File: src/rtl/irq_controller.sv
// External-interrupt front end: per-source synchronisers, edge/level capture,
// masking, fixed-priority arbitration and an ack/eoi service handshake.
module irq_controller #(
    parameter  int NUM_IRQ     = 8,
    parameter  int SYNC_STAGES = 2,
    localparam int ID_W        = $clog2(NUM_IRQ)
) (
    input  logic               CLOCK_50,
    input  logic               reset,
    input  logic [NUM_IRQ-1:0] irq_in,
    input  logic [NUM_IRQ-1:0] edge_mode,
    input  logic [NUM_IRQ-1:0] irq_mask,
    input  logic               irq_ack,
    input  logic               irq_eoi,
    input  logic               ovf_clr,
    output logic               ExtIRQ,
    output logic [ID_W-1:0]    irq_id,
    output logic               irq_busy,
    output logic [NUM_IRQ-1:0] pending,
    output logic [NUM_IRQ-1:0] overflow
);

    typedef enum logic [1:0] {
        S_IDLE,
        S_ASSERT,
        S_SERVICE
    } stateT;

    stateT              state;
    logic [NUM_IRQ-1:0] syncReg [SYNC_STAGES];
    logic [NUM_IRQ-1:0] syncLast;
    logic [NUM_IRQ-1:0] prevSync;
    logic [NUM_IRQ-1:0] edgeDet;
    logic [NUM_IRQ-1:0] ackClr;
    logic [NUM_IRQ-1:0] eligible;
    logic [NUM_IRQ-1:0] pendingNext;
    logic [NUM_IRQ-1:0] overflowNext;
    logic [ID_W-1:0]    winner;
    logic               ackTaken;

    assign syncLast = syncReg[SYNC_STAGES-1];
    assign edgeDet  = syncLast & ~prevSync;
    assign eligible = pending & ~irq_mask;
    assign ackTaken = (state == S_ASSERT) && irq_ack;
    assign ackClr   = ackTaken ? (NUM_IRQ'(1) << irq_id) : '0;

    // Edge sources: a new edge outranks the ack clear. Level sources mirror the input.
    assign pendingNext  = (edge_mode & (edgeDet | (pending & ~ackClr)))
                        | (~edge_mode & syncLast);
    assign overflowNext = (edge_mode & edgeDet & pending & ~ackClr)
                        | (overflow & {NUM_IRQ{~ovf_clr}});

    // Lowest index wins; scanning downward lets the last hit be the lowest.
    always_comb begin
        // NOTE: default assignment first so no path leaves winner unassigned (no latch).
        winner = '0;
        for (int i = NUM_IRQ - 1; i >= 0; i--) begin
            if (eligible[i]) winner = ID_W'(i);
        end
    end

    always_ff @(posedge CLOCK_50 or negedge reset) begin
        if (!reset) begin
            // NOTE: the synchroniser array is flops, not RAM, so every stage is reset.
            for (int k = 0; k < SYNC_STAGES; k++) syncReg[k] <= '0;
            prevSync <= '0;
            pending  <= '0;
            overflow <= '0;
        end else begin
            // NOTE: non-blocking assignments so each stage samples the previous stage's old value.
            syncReg[0] <= irq_in;
            for (int k = 1; k < SYNC_STAGES; k++) syncReg[k] <= syncReg[k-1];
            prevSync <= syncLast;
            pending  <= pendingNext;
            overflow <= overflowNext;
        end
    end

    // Outputs are registered alongside the state so they follow the next state without glitches.
    always_ff @(posedge CLOCK_50 or negedge reset) begin
        if (!reset) begin
            state    <= S_IDLE;
            ExtIRQ   <= 1'b0;
            irq_busy <= 1'b0;
            irq_id   <= '0;
        end else begin
            case (state)
                S_IDLE: begin
                    if (eligible != '0) begin
                        state  <= S_ASSERT;
                        ExtIRQ <= 1'b1;
                        irq_id <= winner;
                    end
                end
                S_ASSERT: begin
                    if (irq_ack) begin
                        state    <= S_SERVICE;
                        ExtIRQ   <= 1'b0;
                        irq_busy <= 1'b1;
                    end else if (!eligible[irq_id]) begin
                        state  <= S_IDLE;
                        ExtIRQ <= 1'b0;
                    end
                end
                S_SERVICE: begin
                    if (irq_eoi) begin
                        state    <= S_IDLE;
                        irq_busy <= 1'b0;
                    end
                end
                default: begin
                    state    <= S_IDLE;
                    ExtIRQ   <= 1'b0;
                    irq_busy <= 1'b0;
                end
            endcase
        end
    end

endmodule

File: config.mk
export PLATFORM = sky130hd
export DESIGN_NAME = irq_controller
export DESIGN_NICKNAME = d
export VERILOG_FILES = /design/src/rtl/irq_controller.sv
export SDC_FILE = /design/constraint.sdc
export NUM_CORES = 1
export LEC_CHECK = 0
export BUFFER_PORTS_ARGS = -buffer_cell sky130_fd_sc_hd__buf_4
export CORE_UTILIZATION = 50
export CTS_CLUSTER_SIZE = 10
export DETAILED_ROUTE_END_ITERATION = 7
export GPL_ROUTABILITY_DRIVEN = 0
export HOLD_SLACK_MARGIN = 0.06
export PLACE_DENSITY_LB_ADDON = 0.15
export SLEW_MARGIN = 20
export SYNTH_ARGS = -nofsm -noshare
export SYNTH_HDL_FRONTEND = slang
export SYNTH_SLANG_ARGS = --single-unit
export TNS_END_PERCENT = 1
File: constraint.sdc
create_clock -name CLOCK_50 -period 3 [get_ports CLOCK_50]
set_clock_uncertainty 0.1 [all_clocks]
set_input_delay 0.6 -clock CLOCK_50 [delete_from_list [all_inputs] [get_ports CLOCK_50]]
set_output_delay 0.6 -clock CLOCK_50 [all_outputs]
set_load 0.02 [all_outputs]
* After elaboration in Yosys (flattened, before gate mapping)
Cells that the tools add are included.
Storage, ports and cells: output and inout bits 21, bits of input ports 29, latch bits 0, ROM bits 0, memories kept 0, word-level logic and storage cells 66, register bits 47, memory bits (writable) 0
Cells by class: multiplexer cells 23, shifts and indexed selects 1, equality and inequality tests 6, add/sub/neg operators 0, bitwise gates (word level) 19, divide/modulo/power cells 0, order comparisons 1, multiply operators 0, reduce and logical (&&, ||, !) cells 7
Operators by type and width (number):
- $and A8 B8 Y8 | 9
- $not A8 Y8 | 4
- $mux W3 | 8
- $or A8 B8 Y8 | 3
- $reduce_and A3 Y1 | 3
- $mux W2 | 4
- $mux W8 | 1
- $reduce_bool A8 Y1 | 1
- $shl A1 B3 Y8 const A | 1
- $mux W1 | 6
- $ne A2 B2 Y1 const B | 3
- $pmux W1 S3 | 2
- $pmux W2 S3 | 1
- $lt A3 B4 Y1 const B | 1
- $bmux W1 S3 | 1
- $ne A3 B3 Y1 const B | 1
- $not A1 Y1 | 3
- $eq A2 B1 Y1 const B | 1
- $eq A2 B2 Y1 const B | 1
- $logic_not A2 Y1 | 1
- $reduce_and A2 Y1 | 1
- $logic_and A1 B1 Y1 | 1

* Logic depth before layout (Yosys ltp)
Gate-level depths: netlist of the first run.
depth after elaboration 10, gate-level depth with buffers 4, mapped depth without buffers 4

* Worst setup path before layout of the first run
No wires, ideal clock.
kind input -> register, from input port irq_mask[0], to register ExtIRQ, setup time 0.140 ns, buffers on the path 0, slack 1.199 ns, arrival time 1.562 ns, required time 2.760 ns, stages on the path 4, cells stage by stage and2b_1 > mux4_2 > a221oi_2 > o21ai_1
On the way: cells in the longest elaborated chain, start to end 6, elaborated cells on any way between the ends 8, classes of those cells 2 x eq/ne; 2 x mux; 2 x bitwise; 2 x reduce/logical
Ends and longest elaborated chain:
- from (decl) | RTL line 12 | input logic [NUM_IRQ-1:0] irq_mask,
- $not A8 Y8 (*) | RTL line 43 | assign eligible = pending & ~irq_mask;
- $and A8 B8 Y8 (*) | RTL line 43
- $bmux W1 S3 | RTL line 100 | end else if (!eligible[irq_id]) begin
- $mux W1 (implied by the code) | RTL line 100
- $ne A3 B3 Y1 (no line)
- $reduce_and A3 Y1 (no line) (*)
- to (signal assigned) | RTL line 98 | ExtIRQ <= 1'b0;
- to (signal assigned) | RTL line 102 | ExtIRQ <= 1'b0;
- to (signal assigned) | RTL line 113 | ExtIRQ <= 1'b0;
- to (decl) | RTL line 16 | output logic ExtIRQ,
Mark *: on every way between the ends. The rest lies on a longest branch, timed or not. The select of a mux whose other input is x is not followed. A chain may end at the register's enable or synchronous reset.

* Final worst setup path of the first run
from register irq_id[0], to register ExtIRQ
On the way: cells in the longest elaborated chain, start to end 4
Ends and longest elaborated chain:
- from (decl) | RTL line 17 | output logic [ID_W-1:0] irq_id,
- from (signal assigned) | RTL line 92 | irq_id <= winner;
- $bmux W1 S3 | RTL line 100
- $mux W1 (implied by the code) | RTL line 100
- $ne A3 B3 Y1 (no line)
- $reduce_and A3 Y1 (no line)
No other way between the ends. The select of a mux whose other input is x is not followed.

==> impl_metrics.py, run 1 <==
metrics = {
    "outcome": {
        "outcome": "finished clean",
    },
    "clock_network": {
        "root_buffer": "clkbuf_4",
        "cts.path.max_buffers": 2,
        "post_cts_buffers": 0,
        "cts.clk_slew.worst_paths_ns": 0.13,
        "cts_buffers": 5,
        "cts_tree": "done",
        "htreeDepth": 2,
        "cts-resized-gates": 0,
        "clk-insertion-delay-late_ns": 0.35,
        "holdBufCountCts": 0,
        "clkSinkCount": 47,
    },
    "critical_path": {
        "start_kind": "register",
        "cp.required_ns": 3.13,
        "worstSetupPathType": "register to register",
        "end_kind": "register",
        "worstPathArrival_ns": 1.96,
        "crit_path_max_fanout": 7,
    },
    "detailed_routing": {
        "route.vias.total": 1350,
        "routedWlPerCell_um": 14.84,
        "vias_per_cell": 5.357,
        "postRouteWirelength_um": 3740,
        "ant_nets": 0,
        "first_iter_violations": 71,
        "dr.pass1.iters": 4,
        "route.detailed.drc": 0,
    },
    "grt": {
        "grt_max_degree": 48,
        "grt_pass1_wl_um": 6237,
        "grt.total_usage_pct": 21.03,
        "first_global_vias": 1345,
        "grt-ovfl-total": 0,
        "antenna_found_initial": 0,
    },
    "timing": {
        "slew_viol_final": 0,
        "slew_headroom_pct": 62.11,
        "tightest_slew_ns": 0.5684,
        "min_period_ns": 1.832,
        "fin_crit_sh_pct": 61.08,
        "finalHoldViolCount": 0,
        "fmax_mhz": 545.8,
        "finalSetupViolCount": 0,
        "rsz0062_at_grt": "no",
        "finalSetupTns_ns": 0,
    },
    "logic_synthesis": {
        "synth-main-ff-cell": "dfrtp_1",
        "syn_inst": 149,
        "ys_seq_area_share_pct": 64.21,
        "synthesis.nets": 178,
        "synth.ff_latch_count": 47,
        "netlist.top_cell.by_area": "dfrtp_1",
        "async_flop_share_pct": 100.0,
        "netlist.area_leader.share_pct": 64.21,
        "synth_area_um2": 1832,
        "synth_edf_count": 0,
        "synthTopCellsByArea": "dfrtp_1 64%, nand2_1 5.1%, nand2b_1 3.4%",
        "avgSynthCellArea_um2": 12.29,
        "ys_types": 32,
        "yosysWarnings": 0,
    },
    "finish": {
        "n_antenna_cell": 0,
        "syn_to_final_growth_pct": 25.96,
        "finalCoreUtilization_pct": 67.55,
        "drive_gt1_share_pct": 31.07,
        "n_fill_cell": 281,
        "nets": 234,
    },
    "pwr": {
        "ir_drop_uv": 342.5,
        "power.leakage_nw": 1.132,
        "power.density_nw_per_um2": 676.6,
    },
    "floorplan": {
        "die_w_um": 62.53,
        "die-area_um2": 3909,
        "die_h_um": 62.53,
        "rows": 21,
        "initial_core_util_pct": 53.63,
        "top_level_ports": 50,
        "core-area_um2": 3416,
    },
    "worst_hold_path": {
        "holdCritPathClass": "input port to asynchronous set/reset pin",
    },
    "placed_design": {
        "dpl.hpwl_um": 2787,
        "port_buffers": 49,
    },
    "flow_run": {
        "max_cap_violations": 0,
    },
}
[critical path: stages (launching register included)]
cell	delay [ns]
dfrtp_1	0.50
inv_2	0.18
mux4_2	0.56
a221oi_2	0.28
o21ai_1	0.09
[layer usage]
layer	GRT usage (%)	share of wire, %
met1	28.61	43
met2	33.15	51
met3	5.292	4.0
met4	6.977	1.5
met5	0	0
[placed cells by master (no fill, tap or decap), drive strengths merged, types with 2 or more instances in the layout]
cell     netlist  routed
dfrtp         47      47
buf            0      49
o21ai          3       3
a32o           4       4
a31oi          4       4
o311ai         4       4
clkbuf         0       7
inv            9       9
nand2         25      25
nand4          2       2
and2b          6       6
mux4           2       2
nor2           3       3
a21o           4       4
nand2b        10      10
nor2b          3       3
o2bb2ai        4       4
nor3           2       2
a21oi          6       6
[worst paths after layout]
| path | slack, ns | from | cells after the start | end |
|---|---|---|---|---|
| max in group asynchronous | 2.28 | reset | 1 | overflow[7] |
| min | 0.12 | reset | 1 | overflow[4] |
| min reg2reg | 0.26 | syncReg[14] | 0 | syncLast[6] |
| min in group CLOCK_50 | 0.24 | irq_in[3] | 1 | syncReg[11] |
| max reg2reg | 1.17 | irq_id[0] | 4 | ExtIRQ |
| max | 1.17 | irq_id[0] | 4 | ExtIRQ |
[power by group]
part	internal, mW	switching, mW	total (mW)
Combinational	0.208	0.259	0.467
Sequential	0.718	0.102	0.819
Clock	0.0916	0.183	0.275
[stage by stage]
stage	std cells	total power, mW	cell area [um2]	setup slack, ns	hold slack [ns]
floorplan	149	1.087	1832	1.199	0.2044
global placement	244	1.282	2257	1.061	0.2320
detailed placement	244	1.299	2257	1.000	0.2371
CTS	252	1.575	2307	1.173	0.1345
global route	252	1.656	2307	1.077	0.1636
finish	252	1.561	2307	1.168	0.1210
[cell usage after synthesis, drive strengths merged (2+ instances only)]
cell	count
a32o	4
a21o	4
nand2	25
a31oi	4
inv	9
nand4	2
nor2	3
o311ai	4
nor2b	3
a21oi	6
nor3	2
mux4	2
o2bb2ai	4
o21ai	3
and2b	6
dfrtp	47
nand2b	10
[cell type report]
| type | instances | area, um2 | area share [%] |
|---|---|---|---|
| timing repair buffer | 49 | 367.9 | 15.94 |
| multi-input combinational | 93 | 621.8 | 26.95 |
| tap | 46 | 57.56 | 2.495 |
| inverter | 9 | 33.78 | 1.464 |
| sequential | 47 | 1176 | 50.98 |
| clock buffer | 7 | 45.04 | 1.952 |
| clock inverter | 1 | 5.005 | 0.2169 |
[state kept, by name, indices dropped and copies added, names as in the netlist]
signal / count
irq_busy: 1
state: 2
ExtIRQ: 1
syncLast: 8
pending: 8
syncReg: 8
irq_id: 3
overflow: 8
prevSync: 8
[cells by family after synthesis]
group	Yosys count	synth area share [%]
simple gates	55	15.92
flops	47	64.21
compound gates	35	14.96
buf+inv	9	1.844
mux	3	3.074
(Power assumes the default switching activity.)
==> run 2: changes to the inputs <==
Clock period 3 ns to 1.75 ns, I/O delays scaled along.
==> run 2 against run 1 <==
Flip-flop and latch count stayed put; total power rose by 92%; die area unchanged; count of clock-buffer cells in the layout shrank 1; combinational power up 100%; critical path type unchanged; largest cell class unchanged.
==> impl_metrics.py, run 2 (synthesis gave the netlist of run 1 again) <==
metrics = {
    "pwr": {
        "ir_drop_uv": 649.1,
        "p_clk_share_pct": 23.2,
        "sw_frac_of_total_pct": 32.86,
        "power.leakage_nw": 1.215,
        "seq_power_share_pct": 45.2,
        "p_int_mw": 2.017,
        "pwr-share-comb_pct": 31.6,
        "p_switching_uw": 987.3,
        "total_power_mw": 3.004,
        "power.density_nw_per_um2": 1214,
    },
    "worst_hold_path": {
        "holdCritPathClass": "input port to register",
        "holdPathStages": 4,
        "worstHoldStart": "edge_mode[6]",
    },
    "grt": {
        "antenna_found_initial": 0,
        "grt_max_degree": 48,
        "grt_pass1_wl_um": 6575,
        "grt.total_usage_pct": 22.31,
        "grt-ovfl-total": 0,
        "first_global_vias": 1450,
    },
    "critical_path": {
        "worst_path_largest_cell_delay_ns": 0.48,
        "cp.required_ns": 1.91,
        "r2r_cells": 4,
        "worstSetupPathType": "register to register",
        "end_kind": "register",
        "start_kind": "register",
        "crit_path_cell_trace": "and2b_2 -> mux4_2 -> a221oi_2 -> o21ai_1",
        "critPathTopFamily": "multiplexers",
        "worstPathArrival_ns": 1.83,
        "slowest_stage": "mux4_2",
        "crit_path_max_fanout": 4,
        "crit_start": "pending[3]",
        "cp.buffers_inverters": 0,
        "worstSetupPathDepth": 4,
        "worst_r2r_startpoint": "pending[3]",
    },
    "placed_design": {
        "dpl.hpwl_um": 2811,
        "postPlaceCellArea_um2": 2295,
        "port_buffers": 49,
        "post-place-ws_ns": 0.06356,
    },
    "timing": {
        "fin_crit_sh_pct": 95.14,
        "fmax_mhz": 600.6,
        "finalHoldViolCount": 0,
        "slew_headroom_pct": 62.13,
        "min_period_ns": 1.665,
        "finalWorstSetupSlack_ns": 0.08509,
        "rsz0062_at_grt": "yes",
        "finalSetupViolCount": 0,
        "tightest_slew_ns": 0.5681,
        "hold_slack_ns": 0.1335,
        "finalSetupTns_ns": 0,
        "slew_viol_final": 0,
    },
    "detailed_routing": {
        "route.vias.total": 1412,
        "route.detailed.drc": 0,
        "routedWlPerCell_um": 14.32,
        "vias_per_cell": 5.308,
        "dr.pass1.iters": 4,
        "ant_nets": 0,
        "postRouteWirelength_um": 3808,
        "first_iter_violations": 87,
    },
    "clock_network": {
        "root_buffer": "clkbuf_4",
        "cts_tree": "done",
        "clk-insertion-delay-late_ns": 0.37,
        "cts.path.max_buffers": 2,
        "cts.clk_slew.worst_paths_ns": 0.14,
        "clkSinkCount": 47,
        "cts_buffers": 5,
        "htreeDepth": 2,
        "post_cts_buffers": 0,
    },
    "floorplan": {
        "die-area_um2": 3909,
        "die_h_um": 62.53,
        "top_level_ports": 50,
        "initial_core_util_pct": 53.63,
        "die_w_um": 62.53,
        "core-area_um2": 3416,
        "rows": 21,
    },
    "finish": {
        "syn_to_final_growth_pct": 35.11,
        "n_antenna_cell": 0,
        "final_common_cell": "buf_4",
        "nets": 248,
        "drive_gt1_share_pct": 32.27,
        "design_area_um2": 2475,
        "final_cell_mix": "54 x buf_4, 47 x dfrtp_1, 25 x nand2_1",
    },
    "outcome": {
        "outcome": "finished clean",
    },
    "flow_run": {
        "max_cap_violations": 0,
    },
}
-- run 2: cell types whose count changed in the layout (fill, tap and decap cells not counted) --
cell and delta:
clkbuf_1 -2, bufinv_16 +1, clkbuf_8 +1, inv_6 +1, o311ai_1 +4, buf_4 +5
o311ai_0 -4, dlygate4sd3_1 +9, clkinv_2 -1
-- run 2: final cells by class --
class,count,area (um2)
tap,46,57.56
timing repair buffer,63,495.5
clock buffer,6,51.30
sequential,47,1176
multi-input combinational,93,621.8
fill,281,940.9
inverter,9,33.78
clock inverter,2,38.79
-- run 2: per-layer routing --
layer	vias to the layer above	GRT usage [%]	wire length, um
met5	-	0	0
met1	700	28.84	1592
li1	671	-	-
met2	34	35.73	1952
met4	0	7.849	61
met3	7	6.752	201
-- run 2: power groups by stage --
| stage | clock network (mW) | registers, mW | logic, mW |
|---|---|---|---|
| 6_report | 0.698 | 1.36 | 0.948 |
| 3_3_place_gp | 0 | 1.37 | 0.914 |
| 5_1_grt | 0.763 | 1.38 | 1.04 |
| 2_1_floorplan | 0 | 1.49 | 0.377 |
| 3_5_place_dp | 0 | 1.38 | 0.926 |
| 4_1_cts | 0.716 | 1.36 | 0.947 |
-- run 2: worst reg2reg max path, delay by kind of cell, from the launching register on --
family | cells | cell delay (ns)
AO/OA/AOI/OAI | 2 | 0.31
flip-flops | 1 | 0.44
AND/OR/NAND/NOR | 1 | 0.23
multiplexers | 1 | 0.48
-- run 2: repair_timing --
| item | CTS | global route |
|---|---|---|
| hold buffers | 9 | 0 |
| endpoints found under the setup margin | 0 | 9 |
| endpoints found under the hold margin | 55 | 0 |
| resized for setup | 0 | 4 |
-- run 2: worst paths after layout --
kind / to / slack [ns]
setup / recovery: ExtIRQ / 0.09
min in group asynchronous: irq_busy / 0.39
max in group asynchronous: overflow[5] / 0.77
hold reg to reg: syncLast[0] / 0.27
hold / removal: pending[6] / 0.13
setup reg to reg: ExtIRQ / 0.09
-- run 2: metrics by stage --
step / cells / util [%]
after floorplan: 149 / -
after global placement: 249 / 67.18
after detailed placement: 249 / 67.18
after CTS: 266 / 72.45
after global routing: 266 / 72.45
final: 266 / 72.45
==> run 3: changes to the inputs <==
Settings changed: CORE_ASPECT_RATIO from default to 0.6, CORE_UTILIZATION 50 to 40.
==> run 3 against run 2 <==
Worst setup slack gained 0.0030 ns; final area grew 0.35%; flip-flop and latch count is the same; critical path depth is the same; register-to-register slack is essentially flat; clock power shrank 7.3%; die area grew 24%; largest cell class unchanged; utilization shrank 14 points; critical path type unchanged; first-iteration DRC count shrank 31%; largest power group unchanged; count of clock-buffer cells in the layout is the same; fmax grew 0.18%.
==> impl_metrics.py, run 3 (synthesis gave the netlist of run 1 again) <==
metrics = {
    "outcome": {
        "outcome": "finished clean",
    },
    "timing": {
        "rsz0062_at_grt": "yes",
        "finalWorstSetupSlack_ns": 0.08804,
        "slew_viol_final": 0,
        "min_period_ns": 1.662,
        "slew_headroom_pct": 62.01,
        "finalHoldViolCount": 0,
        "finalSetupViolCount": 0,
        "fin_crit_sh_pct": 94.97,
        "tightest_slew_ns": 0.5698,
        "fmax_mhz": 601.7,
    },
    "detailed_routing": {
        "vias_per_cell": 4.986,
        "route.vias.total": 1391,
        "routedWlPerCell_um": 14.43,
        "route.detailed.drc": 0,
        "ant_nets": 0,
        "first_iter_violations": 60,
        "postRouteWirelength_um": 4027,
        "dr.pass1.iters": 5,
    },
    "clock_network": {
        "post_cts_buffers": 0,
        "htreeDepth": 2,
        "cts_tree": "done",
        "clk-insertion-delay-late_ns": 0.29,
        "root_buffer": "clkbuf_8",
        "clkSinkCount": 47,
        "cts_buffers": 5,
        "cts.path.max_buffers": 2,
        "cts.clk_slew.worst_paths_ns": 0.09,
    },
    "critical_path": {
        "ff2ff_setup_slack_ns": 0.09,
        "start_kind": "register",
        "crit_path_max_fanout": 4,
        "reg2reg_to": "ExtIRQ",
        "worstPathArrival_ns": 1.75,
        "worstSetupPathType": "register to register",
        "worst_r2r_startpoint": "pending[3]",
        "end_kind": "register",
        "crit_start": "pending[3]",
        "cp.required_ns": 1.83,
        "r2r_cells": 4,
    },
    "finish": {
        "design_area_um2": 2484,
        "final_cell_mix": "53 x buf_4, 47 x dfrtp_1, 25 x nand2_1",
        "n_antenna_cell": 0,
        "syn_to_final_growth_pct": 35.59,
        "drive_gt1_share_pct": 31.51,
        "final_common_cell": "buf_4",
        "nets": 247,
    },
    "worst_hold_path": {
        "holdCritPathClass": "input port to register",
        "hold_end": "pending[6]",
        "worstHoldStart": "edge_mode[6]",
        "holdPathStages": 4,
    },
    "pwr": {
        "total_power_mw": 2.946,
        "power.density_nw_per_um2": 1186,
        "ir_drop_uv": 659.4,
        "power.leakage_nw": 1.203,
    },
    "grt": {
        "grt_pass1_wl_um": 6251,
        "antenna_found_initial": 0,
        "grt.total_usage_pct": 18.27,
        "first_global_vias": 1348,
        "grt-ovfl-total": 0,
        "grt_max_degree": 48,
    },
    "floorplan": {
        "die-area_um2": 4863,
        "rows": 18,
        "die_h_um": 54.42,
        "initial_core_util_pct": 43.03,
        "core-area_um2": 4257,
        "top_level_ports": 50,
        "die_w_um": 89.37,
    },
    "placed_design": {
        "postPlaceCellArea_um2": 2305,
        "dpl.hpwl_um": 2907,
        "post-place-ws_ns": 0.05850,
        "port_buffers": 49,
    },
    "flow_run": {
        "max_cap_violations": 0,
    },
}
run 3: cell types whose count changed in the layout (fill, tap and decap cells not counted), sizes merged:
cell | before | now
buf | 54 | 53
bufinv | 1 | 0
clkinvlp | 0 | 1
run 3: how the worst max path moves through the flow:
stage	end	slack, ns
floorplan	ExtIRQ	0.05
global placement	irq_id[0]	0.08
detailed placement	ExtIRQ	0.06
CTS	ExtIRQ	0.06
global route	ExtIRQ	-0.002
finish	ExtIRQ	0.09
run 3: cell type report:
type | instances | area, um2
Fill cell | 366 | 1773
Tap cell | 60 | 75.07
Clock buffer | 6 | 72.57
Inverter | 9 | 33.78
Clock inverter | 2 | 16.27
Sequential cell | 47 | 1176
Timing Repair Buffer | 62 | 488.0
Multi-Input combinational cell | 93 | 621.8
run 3: routing by layer:
layer | wire length, um | global-route usage [%] | vias up
li1 | - | - | 670
met1 | 1963 | 25.66 | 669
met2 | 1803 | 28.50 | 44
met3 | 218 | 4.977 | 8
met4 | 41 | 4.497 | 0
met5 | 0 | 0 | -
run 3: critical path, cell delays in order (launching register included):
cell	delay, ns
dfrtp_1	0.43
and2b_2	0.24
mux4_2	0.49
a221oi_2	0.23
o21ai_1	0.08
run 3: repair_timing:
action,CTS,global route
hold buffers,9,0
setup endpoints to repair,0,4
hold endpoints to repair,55,0
resized for setup,0,3
run 3: report_power, final:
part           internal (mW)  switching, mW  total [mW]
clock network          0.287          0.359       0.647
logic                  0.424          0.518       0.942
registers               1.23          0.126        1.36
run 3: stage by stage:
| step | cells | util, % | setup TNS, ns | hold slack, ns |
|---|---|---|---|---|
| finish | 279 | 58.35 | 0 | 0.2136 |
| CTS | 279 | 58.35 | 0 | 0.2044 |
| global placement | 262 | 54.14 | 0 | 0.2325 |
| global route | 279 | 58.35 | -0.001549 | 0.2185 |
| detailed placement | 262 | 54.14 | 0 | 0.2347 |
| floorplan | 149 | - | 0 | -0.04559 |
